<file path="src/rtl/trace_pkg.sv">
// rtl/trace_pkg.sv - shared trace word format used by the trace writer and trace reader
package trace_pkg;

    localparam logic [1:0] OP_IDLE = 2'b00;
    localparam logic [1:0] OP_PUSH = 2'b01;
    localparam logic [1:0] OP_POP  = 2'b10;
    localparam logic [1:0] OP_END  = 2'b11;

    localparam int MAX_WW     = 256;
    localparam int FIFO_DEPTH = 8;

    typedef logic [MAX_WW-1:0] trace_word_t;

    typedef enum logic [1:0] {
        ST_RUN   = 2'd0,
        ST_FLUSH = 2'd1,
        ST_DONE  = 2'd2
    } wr_state_e;

    function automatic int calc_idle_bits(input int idlecycle);
        return $clog2(idlecycle);
    endfunction

    function automatic int calc_ww(input int idle_bits, input int ptw,
                                   input int tree_num_bits, input int dw);
        int ev_bits;
        ev_bits = ptw + tree_num_bits + dw;
        return ((idle_bits > ev_bits) ? idle_bits : ev_bits) + 2;
    endfunction

    // Opcode occupies the top two bits of a ww-bit word; payload below it is LSB-aligned.
    function automatic trace_word_t pack_word(input logic [1:0] op, input trace_word_t payload,
                                              input int ww);
        trace_word_t mask;
        mask = (trace_word_t'(1) << (ww - 2)) - trace_word_t'(1);
        return (payload & mask) | (trace_word_t'(op) << (ww - 2));
    endfunction

    function automatic logic [1:0] word_op(input trace_word_t word, input int ww);
        return 2'(word >> (ww - 2));
    endfunction

    function automatic trace_word_t word_payload(input trace_word_t word, input int ww);
        return word & ((trace_word_t'(1) << (ww - 2)) - trace_word_t'(1));
    endfunction

endpackage

</file>
<file path="src/rtl/trace_event_fifo.sv">
// rtl/trace_event_fifo.sv - event FIFO accepting up to three words per cycle and draining one
module trace_event_fifo #(
    parameter int WIDTH = 38,
    parameter int DEPTH = 8,
    localparam int PW = $clog2(DEPTH),
    localparam int CW = PW + 1
) (
    input  logic             clk,
    input  logic             arst,
    input  logic [1:0]       enq_cnt,
    input  logic [WIDTH-1:0] enq_tdata0,
    input  logic [WIDTH-1:0] enq_tdata1,
    input  logic [WIDTH-1:0] enq_tdata2,
    output logic             deq_tvalid,
    input  logic             deq_tready,
    output logic [WIDTH-1:0] deq_tdata,
    output logic [CW-1:0]    count
);

    logic [WIDTH-1:0] mem [DEPTH];
    logic [PW-1:0]    rd_ptr;
    logic [PW-1:0]    wr_ptr;
    logic             deq;

    assign deq_tvalid = (count != '0);
    assign deq        = deq_tvalid & deq_tready;
    assign deq_tdata  = mem[rd_ptr];

    // The producer only requests enqueues it has already checked room for; pointers wrap
    // naturally because DEPTH is a power of two.
    always_ff @(posedge clk) begin
        if (enq_cnt >= 2'd1) mem[wr_ptr]           <= enq_tdata0;
        if (enq_cnt >= 2'd2) mem[wr_ptr + PW'(1)]  <= enq_tdata1;
        if (enq_cnt == 2'd3) mem[wr_ptr + PW'(2)]  <= enq_tdata2;
    end

    always_ff @(posedge clk or posedge arst) begin
        if (arst) begin
            rd_ptr <= '0;
            wr_ptr <= '0;
            count  <= '0;
        end else begin
            wr_ptr <= wr_ptr + PW'(enq_cnt);
            if (deq) rd_ptr <= rd_ptr + PW'(1);
            count <= count + CW'(enq_cnt) - CW'(deq);
        end
    end

endmodule

</file>
<file path="src/rtl/trace_writer.sv">
// rtl/trace_writer.sv - records push, pop and idle-run events into a trace RAM, closed by an end marker
module trace_writer
    import trace_pkg::*;
#(
    parameter int PTW       = 16,
    parameter int TREE_NUM  = 4,
    parameter int MTW       = $clog2(TREE_NUM),
    parameter int IDLECYCLE = 1024,
    parameter int RAM_SIZE  = 16,
    localparam int TREE_NUM_BITS = $clog2(TREE_NUM),
    localparam int DW            = MTW + PTW,
    localparam int IDLE_BITS     = calc_idle_bits(IDLECYCLE),
    localparam int AW            = $clog2(RAM_SIZE),
    localparam int WW            = calc_ww(IDLE_BITS, PTW, TREE_NUM_BITS, DW)
) (
    input  logic                     i_clk,
    input  logic                     i_arst,
    input  logic                     i_push,
    input  logic [TREE_NUM_BITS-1:0] i_push_tree_id,
    input  logic [PTW-1:0]           i_push_priority,
    input  logic [DW-1:0]            i_push_data,
    input  logic                     i_pop_out,
    input  logic [TREE_NUM_BITS-1:0] i_pop_tree_id,
    input  logic [DW-1:0]            i_pop_data,
    input  logic                     i_stop,
    output logic                     o_wr_en,
    output logic [AW-1:0]            o_wr_addr,
    output logic [WW-1:0]            o_wr_data,
    output logic                     o_done,
    output logic                     o_overflow
);

    localparam int CW = $clog2(FIFO_DEPTH) + 1;
    localparam int SW = ((AW > CW) ? AW : CW) + 2;

    wr_state_e            state;
    wr_state_e            state_nxt;
    logic [IDLE_BITS-1:0] idle_cnt;
    logic [IDLE_BITS-1:0] idle_cnt_nxt;
    logic [AW-1:0]        addr_q;
    logic                 overflow_nxt;

    logic                 ev;
    logic                 idle_pend;
    logic                 idle_wrap;
    logic                 take_idle;
    logic [IDLE_BITS-1:0] idle_val;
    logic [WW-1:0]        idle_word;
    logic [WW-1:0]        push_word;
    logic [WW-1:0]        pop_word;
    logic [WW-1:0]        end_word;
    logic [WW-1:0]        slot0;
    logic [WW-1:0]        slot1;
    logic [1:0]           enq_cnt_req;
    logic [1:0]           enq_cnt;
    logic                 fits;
    logic                 end_wr;

    logic                 fifo_valid;
    logic [WW-1:0]        fifo_head;
    logic [CW-1:0]        fifo_count;

    assign idle_word = WW'(pack_word(OP_IDLE, trace_word_t'(idle_val), WW));
    assign push_word = WW'(pack_word(OP_PUSH,
                           trace_word_t'({i_push_tree_id, i_push_priority, i_push_data}), WW));
    assign pop_word  = WW'(pack_word(OP_POP, trace_word_t'({i_pop_tree_id, i_pop_data}), WW));
    assign end_word  = WW'(pack_word(OP_END, '0, WW));

    // A pending idle run is flushed ahead of events or a stop; a run hitting the limit
    // emits its own word so the count never exceeds IDLECYCLE-1.
    assign ev          = i_push | i_pop_out;
    assign idle_pend   = (idle_cnt != '0) && (ev || i_stop);
    assign idle_wrap   = !ev && !i_stop && (idle_cnt == IDLE_BITS'(IDLECYCLE - 2));
    assign take_idle   = idle_pend | idle_wrap;
    assign idle_val    = idle_wrap ? idle_cnt + IDLE_BITS'(1) : idle_cnt;
    assign enq_cnt_req = 2'(take_idle) + 2'(i_push) + 2'(i_pop_out);

    assign slot0 = take_idle ? idle_word : (i_push ? push_word : pop_word);
    assign slot1 = (take_idle && i_push) ? push_word : pop_word;

    // Words queued now land after everything still in the FIFO, including the one being
    // written this cycle; the last RAM word stays free for the end marker.
    assign fits = (SW'(fifo_count) + SW'(enq_cnt_req) <= SW'(FIFO_DEPTH))
               && (SW'(addr_q) + SW'(fifo_count) + SW'(enq_cnt_req) <= SW'(RAM_SIZE - 1));

    trace_event_fifo #(
        .WIDTH (WW),
        .DEPTH (FIFO_DEPTH)
    ) u_fifo (
        .clk        (i_clk),
        .arst       (i_arst),
        .enq_cnt    (enq_cnt),
        .enq_tdata0 (slot0),
        .enq_tdata1 (slot1),
        .enq_tdata2 (pop_word),
        .deq_tvalid (fifo_valid),
        .deq_tready (1'b1),
        .deq_tdata  (fifo_head),
        .count      (fifo_count)
    );

    always_ff @(posedge i_clk or posedge i_arst) begin
        if (i_arst) begin
            state      <= ST_RUN;
            idle_cnt   <= '0;
            addr_q     <= '0;
            o_overflow <= 1'b0;
        end else begin
            state      <= state_nxt;
            idle_cnt   <= idle_cnt_nxt;
            o_overflow <= overflow_nxt;
            if (fifo_valid) addr_q <= addr_q + AW'(1);
        end
    end

    always_comb begin
        state_nxt    = state;
        idle_cnt_nxt = idle_cnt;
        overflow_nxt = o_overflow;
        enq_cnt      = 2'd0;
        end_wr       = 1'b0;

        case (state)
            ST_RUN: begin
                if (enq_cnt_req != 2'd0) begin
                    if (fits) begin
                        enq_cnt = enq_cnt_req;
                    end else begin
                        overflow_nxt = 1'b1;
                        state_nxt    = ST_FLUSH;
                    end
                end
                if (i_stop) state_nxt = ST_FLUSH;
                idle_cnt_nxt = (ev || i_stop || idle_wrap) ? '0 : idle_cnt + IDLE_BITS'(1);
            end
            ST_FLUSH: begin
                if (!fifo_valid) begin
                    end_wr    = 1'b1;
                    state_nxt = ST_DONE;
                end
            end
            default: begin
                state_nxt = state;
            end
        endcase

        o_wr_en   = fifo_valid | end_wr;
        o_wr_data = fifo_valid ? fifo_head : (end_wr ? end_word : '0);
        o_wr_addr = (end_wr && o_overflow) ? AW'(RAM_SIZE - 1) : addr_q;
        o_done    = (state == ST_DONE);
    end

endmodule

</file>
<file path="config.mk">
export PLATFORM = sky130hd
export DESIGN_NAME = trace_writer
export DESIGN_NICKNAME = d
export VERILOG_FILES = /design/src/rtl/trace_pkg.sv /design/src/rtl/trace_event_fifo.sv /design/src/rtl/trace_writer.sv
export SDC_FILE = /design/constraint.sdc
export NUM_CORES = 1
export LEC_CHECK = 0
export ABC_AREA = 1
export BUFFER_PORTS_ARGS = -buffer_cell sky130_fd_sc_hd__buf_2
export CELL_PAD_IN_SITES_DETAIL_PLACEMENT = 1
export CELL_PAD_IN_SITES_GLOBAL_PLACEMENT = 2
export CORE_MARGIN = 2
export CORE_UTILIZATION = 36
export CTS_BUF_LIST = sky130_fd_sc_hd__clkbuf_16
export DETAILED_ROUTE_END_ITERATION = 10
export PLACE_DENSITY_LB_ADDON = 0.3
export SETUP_SLACK_MARGIN = 0.1
export SYNTH_ARGS = -nofsm -noshare
export SYNTH_HDL_FRONTEND = slang
export SYNTH_HIERARCHICAL = 1
export SYNTH_SLANG_ARGS = --single-unit
</file>
<file path="constraint.sdc">
create_clock -name i_clk -period 6.4 [get_ports i_clk]
set_clock_uncertainty 0.15 [all_clocks]
set_input_delay 0.96 -clock i_clk [delete_from_list [all_inputs] [get_ports i_clk]]
set_output_delay 0.96 -clock i_clk [all_outputs]
set_load 0.02 [all_outputs]
</file>
==> qor.txt <==
worst vdd ir = 0.000320 V
status = finished, final reports clean
detailed placer's ending HPWL = 61800 um
Hold WS = 0.274 ns
Synth Instances = 3367
Power Dens Cells = 432 nW/um^2
Worst-path clk slew = 0.06 ns
DRC viols = 0
clock sinks = 331
cell mode on critical path = nand2_1
Relative slew margins = 15.9%
setup TNS = 0 ns
reg2reg start = idle_cnt[0]
dpl ws = 0.505 ns
routed wire length = 106000 um
Final Instance Area = 26000 um^2
setup slack, reg-to-reg = 0.69 ns
leakage = 12.6 nW
Synth Register Bits = 331
CTS tree = built
H-tree levels = 2
Post-DP Area = 24800 um^2
routed vias = 25.0k
Clock Path Buffers = 3
Crit. End Element = flop
global-route wire length before repair = 161000 um
Synth area leaders = edfxtp_1 (39%), nand2_1 (20%), nand4_1 (8.2%)
Clk Tree Root Cell = clkbuf_16
largest net degree at the start of global routing = 122
number of global-route vias before repair = 26.2k
Worst Setup Slack, final = 0.692 ns
Worst R2R End = u_fifo/mem[1][33]
Synth top area share = 38.5%
Post-synth EDFFs = 304
post-DR wirelength/cell = 25.2 um
# nets final = 3395
Synth async-reset ratio = 8.16%
Num CTS Buffers = 41
ratio of final minimum period to clock period = 89.2%
area leader, netlist = edfxtp_1
total grt overflow = 0
CTS-repair resized insts = 0
R2R depth = 25
# rows = 94
Initial Util = 36.2%
final setup violating endpoints = 0
CP startpoint kind = flop
Worst-Margin Slew = 1.26 ns
IO Pins = 106
die area = 67900 um^2
clk_lat worst skew = 0.58 ns
Worst Path Arrival = 6.01 ns
core area = 65500 um^2
Peak Freq = 175 MHz
Vias/cell = 5.95
Mean Syn Cell Area = 7.04 um^2
commonest non-fill, non-tap cells in the layout = nand2_1 (1265), nand3_1 (326), nand4_1 (309), edfxtp_1 (304), nor2_1 (260)
synth warn = 6
synthesis-to-layout area growth = 9.74%
HP Class = primary input to async pin
most common cell after layout, fill and taps aside = nand2_1
Die Height = 261 um
Slowest cell on crit path = fa_1
Fin. Hold Viols = 0
Synth Cell Area = 23700 um^2
First-pass DRT Iterations = 5
ys flop type = edfxtp_1
crit-path max FO = 38
distinct cell type count after synthesis = 37
Post-CTS Setup Inserts = 0
MaxCap Viol Count = 0
RSZ-0062 raised after global routing = no
hold bufs inserted after CTS = 0
share of cells above drive strength 1 = 9.78%
initial drt markers = 2106
initial antenna violation count = 0
GPL Wtd Cong = 0.844
Worst EP required = 6.70 ns
Die Width = 261 um
GRT Total Usage = 31.1%
register area share after synthesis = 41.4%
Pins Over Slew Limit = 0
Post-Layout Cell Count = 4198
Setup CP Type = flop to flop
Routed Antenna Nets = 0
dpl cells = 4128
number of I/O port buffers = 105
Max stage delay on crit path = 0.59 ns
fin crit period = 5.71 ns
Inserted Diodes = 0
## how the worst max path moves through the flow
stage	from	to	slack, ns	cells after the start
after detailed placement	i_push	u_fifo/mem[1][33]	0.50	24
after floorplan	i_push	u_fifo/mem[7][0]	0.35	24
final	idle_cnt[0]	u_fifo/mem[1][33]	0.69	25
after CTS	idle_cnt[0]	u_fifo/mem[1][33]	0.75	26
after global routing	idle_cnt[0]	u_fifo/mem[6][12]	0.28	22
after global placement	i_push	u_fifo/mem[2][17]	0.58	23
## final cells by class
type | instances | area [um^2]
multi-input combinational | 2532 | 11700
clock buffer | 43 | 1080
fill | 8185 | 39500
sequential | 331 | 9810
clock inverter | 27 | 110
timing repair buffer | 195 | 1430
inverter | 206 | 785
tap | 864 | 1080
## sequential cells by signal, summed over array words and instances, names as in the netlist
| register | count |
|---|---|
| state | 2 |
| u_fifo/rd_ptr | 3 |
| o_overflow | 1 |
| u_fifo/mem | 304 |
| u_fifo/count | 4 |
| u_fifo/wr_ptr | 3 |
| idle_cnt | 10 |
| addr_q | 4 |
## synth_stat cells, types with 4 or more instances
cell type and number:
o21ai_1 52, nor2_4 10, buf_1 53, buf_6 13, nor2_1 261, xor2_1 10, a21oi_1 4, nor3_2 4
nor2_2 10, edfxtp_1 304, o21ai_0 185, inv_2 12, nand2_1 1268, buf_2 116, o22ai_1 6, nand3_2 5
inv_1 191, dfrtp_1 27, fa_1 7, buf_4 33, nand4_1 309, clkbuf_1 98, ha_1 20, nand3_1 340
nand2_2 9
## through the flow
step	util, %	power, W
after CTS	39.7	0.0112
after detailed placement	37.9	0.00901
after global placement	37.9	0.00882
after global routing	39.7	0.0120
final	39.7	0.0112
after floorplan	-	0.00707
## critical path, delay by kind of cell, from the launching register on
family	cells	cell delay, ns
AND/OR/NAND/NOR	15	2.51
buffers and inverters	6	1.01
flip-flops	1	0.45
adder cells (fa/ha/maj)	4	1.44
## kinds of logic (layout without fill, tap and decap cells)
| logic type | count (synthesis) | after routing | synth area share (%) |
|---|---|---|---|
| AND/OR/NAND/NOR | 2225 | 2225 | 41.3 |
| other | 2 | 19 | 0.0317 |
| adder cells (fa/ha/maj) | 27 | 27 | 1.65 |
| XOR/XNOR | 13 | 13 | 0.480 |
| flip-flops | 331 | 331 | 41.4 |
| buffers and inverters | 521 | 471 | 9.91 |
| AO/OA/AOI/OAI | 248 | 248 | 5.28 |
## report_power, final
group	switching [W]	leakage (nW)	internal [W]
combinational	0.00462	8.82	0.00152
sequential	0.000267	3.12	0.00266
clock	0.000974	0.642	0.00120
## routing by layer
layer  part of all wire [%]  track usage [%]
met5                      0                0
met4                    4.5             14.1
met1                     41             39.9
met2                     47             52.1
met3                    7.3             4.28
No activity file was read; power rests on OpenSTA's default activity.
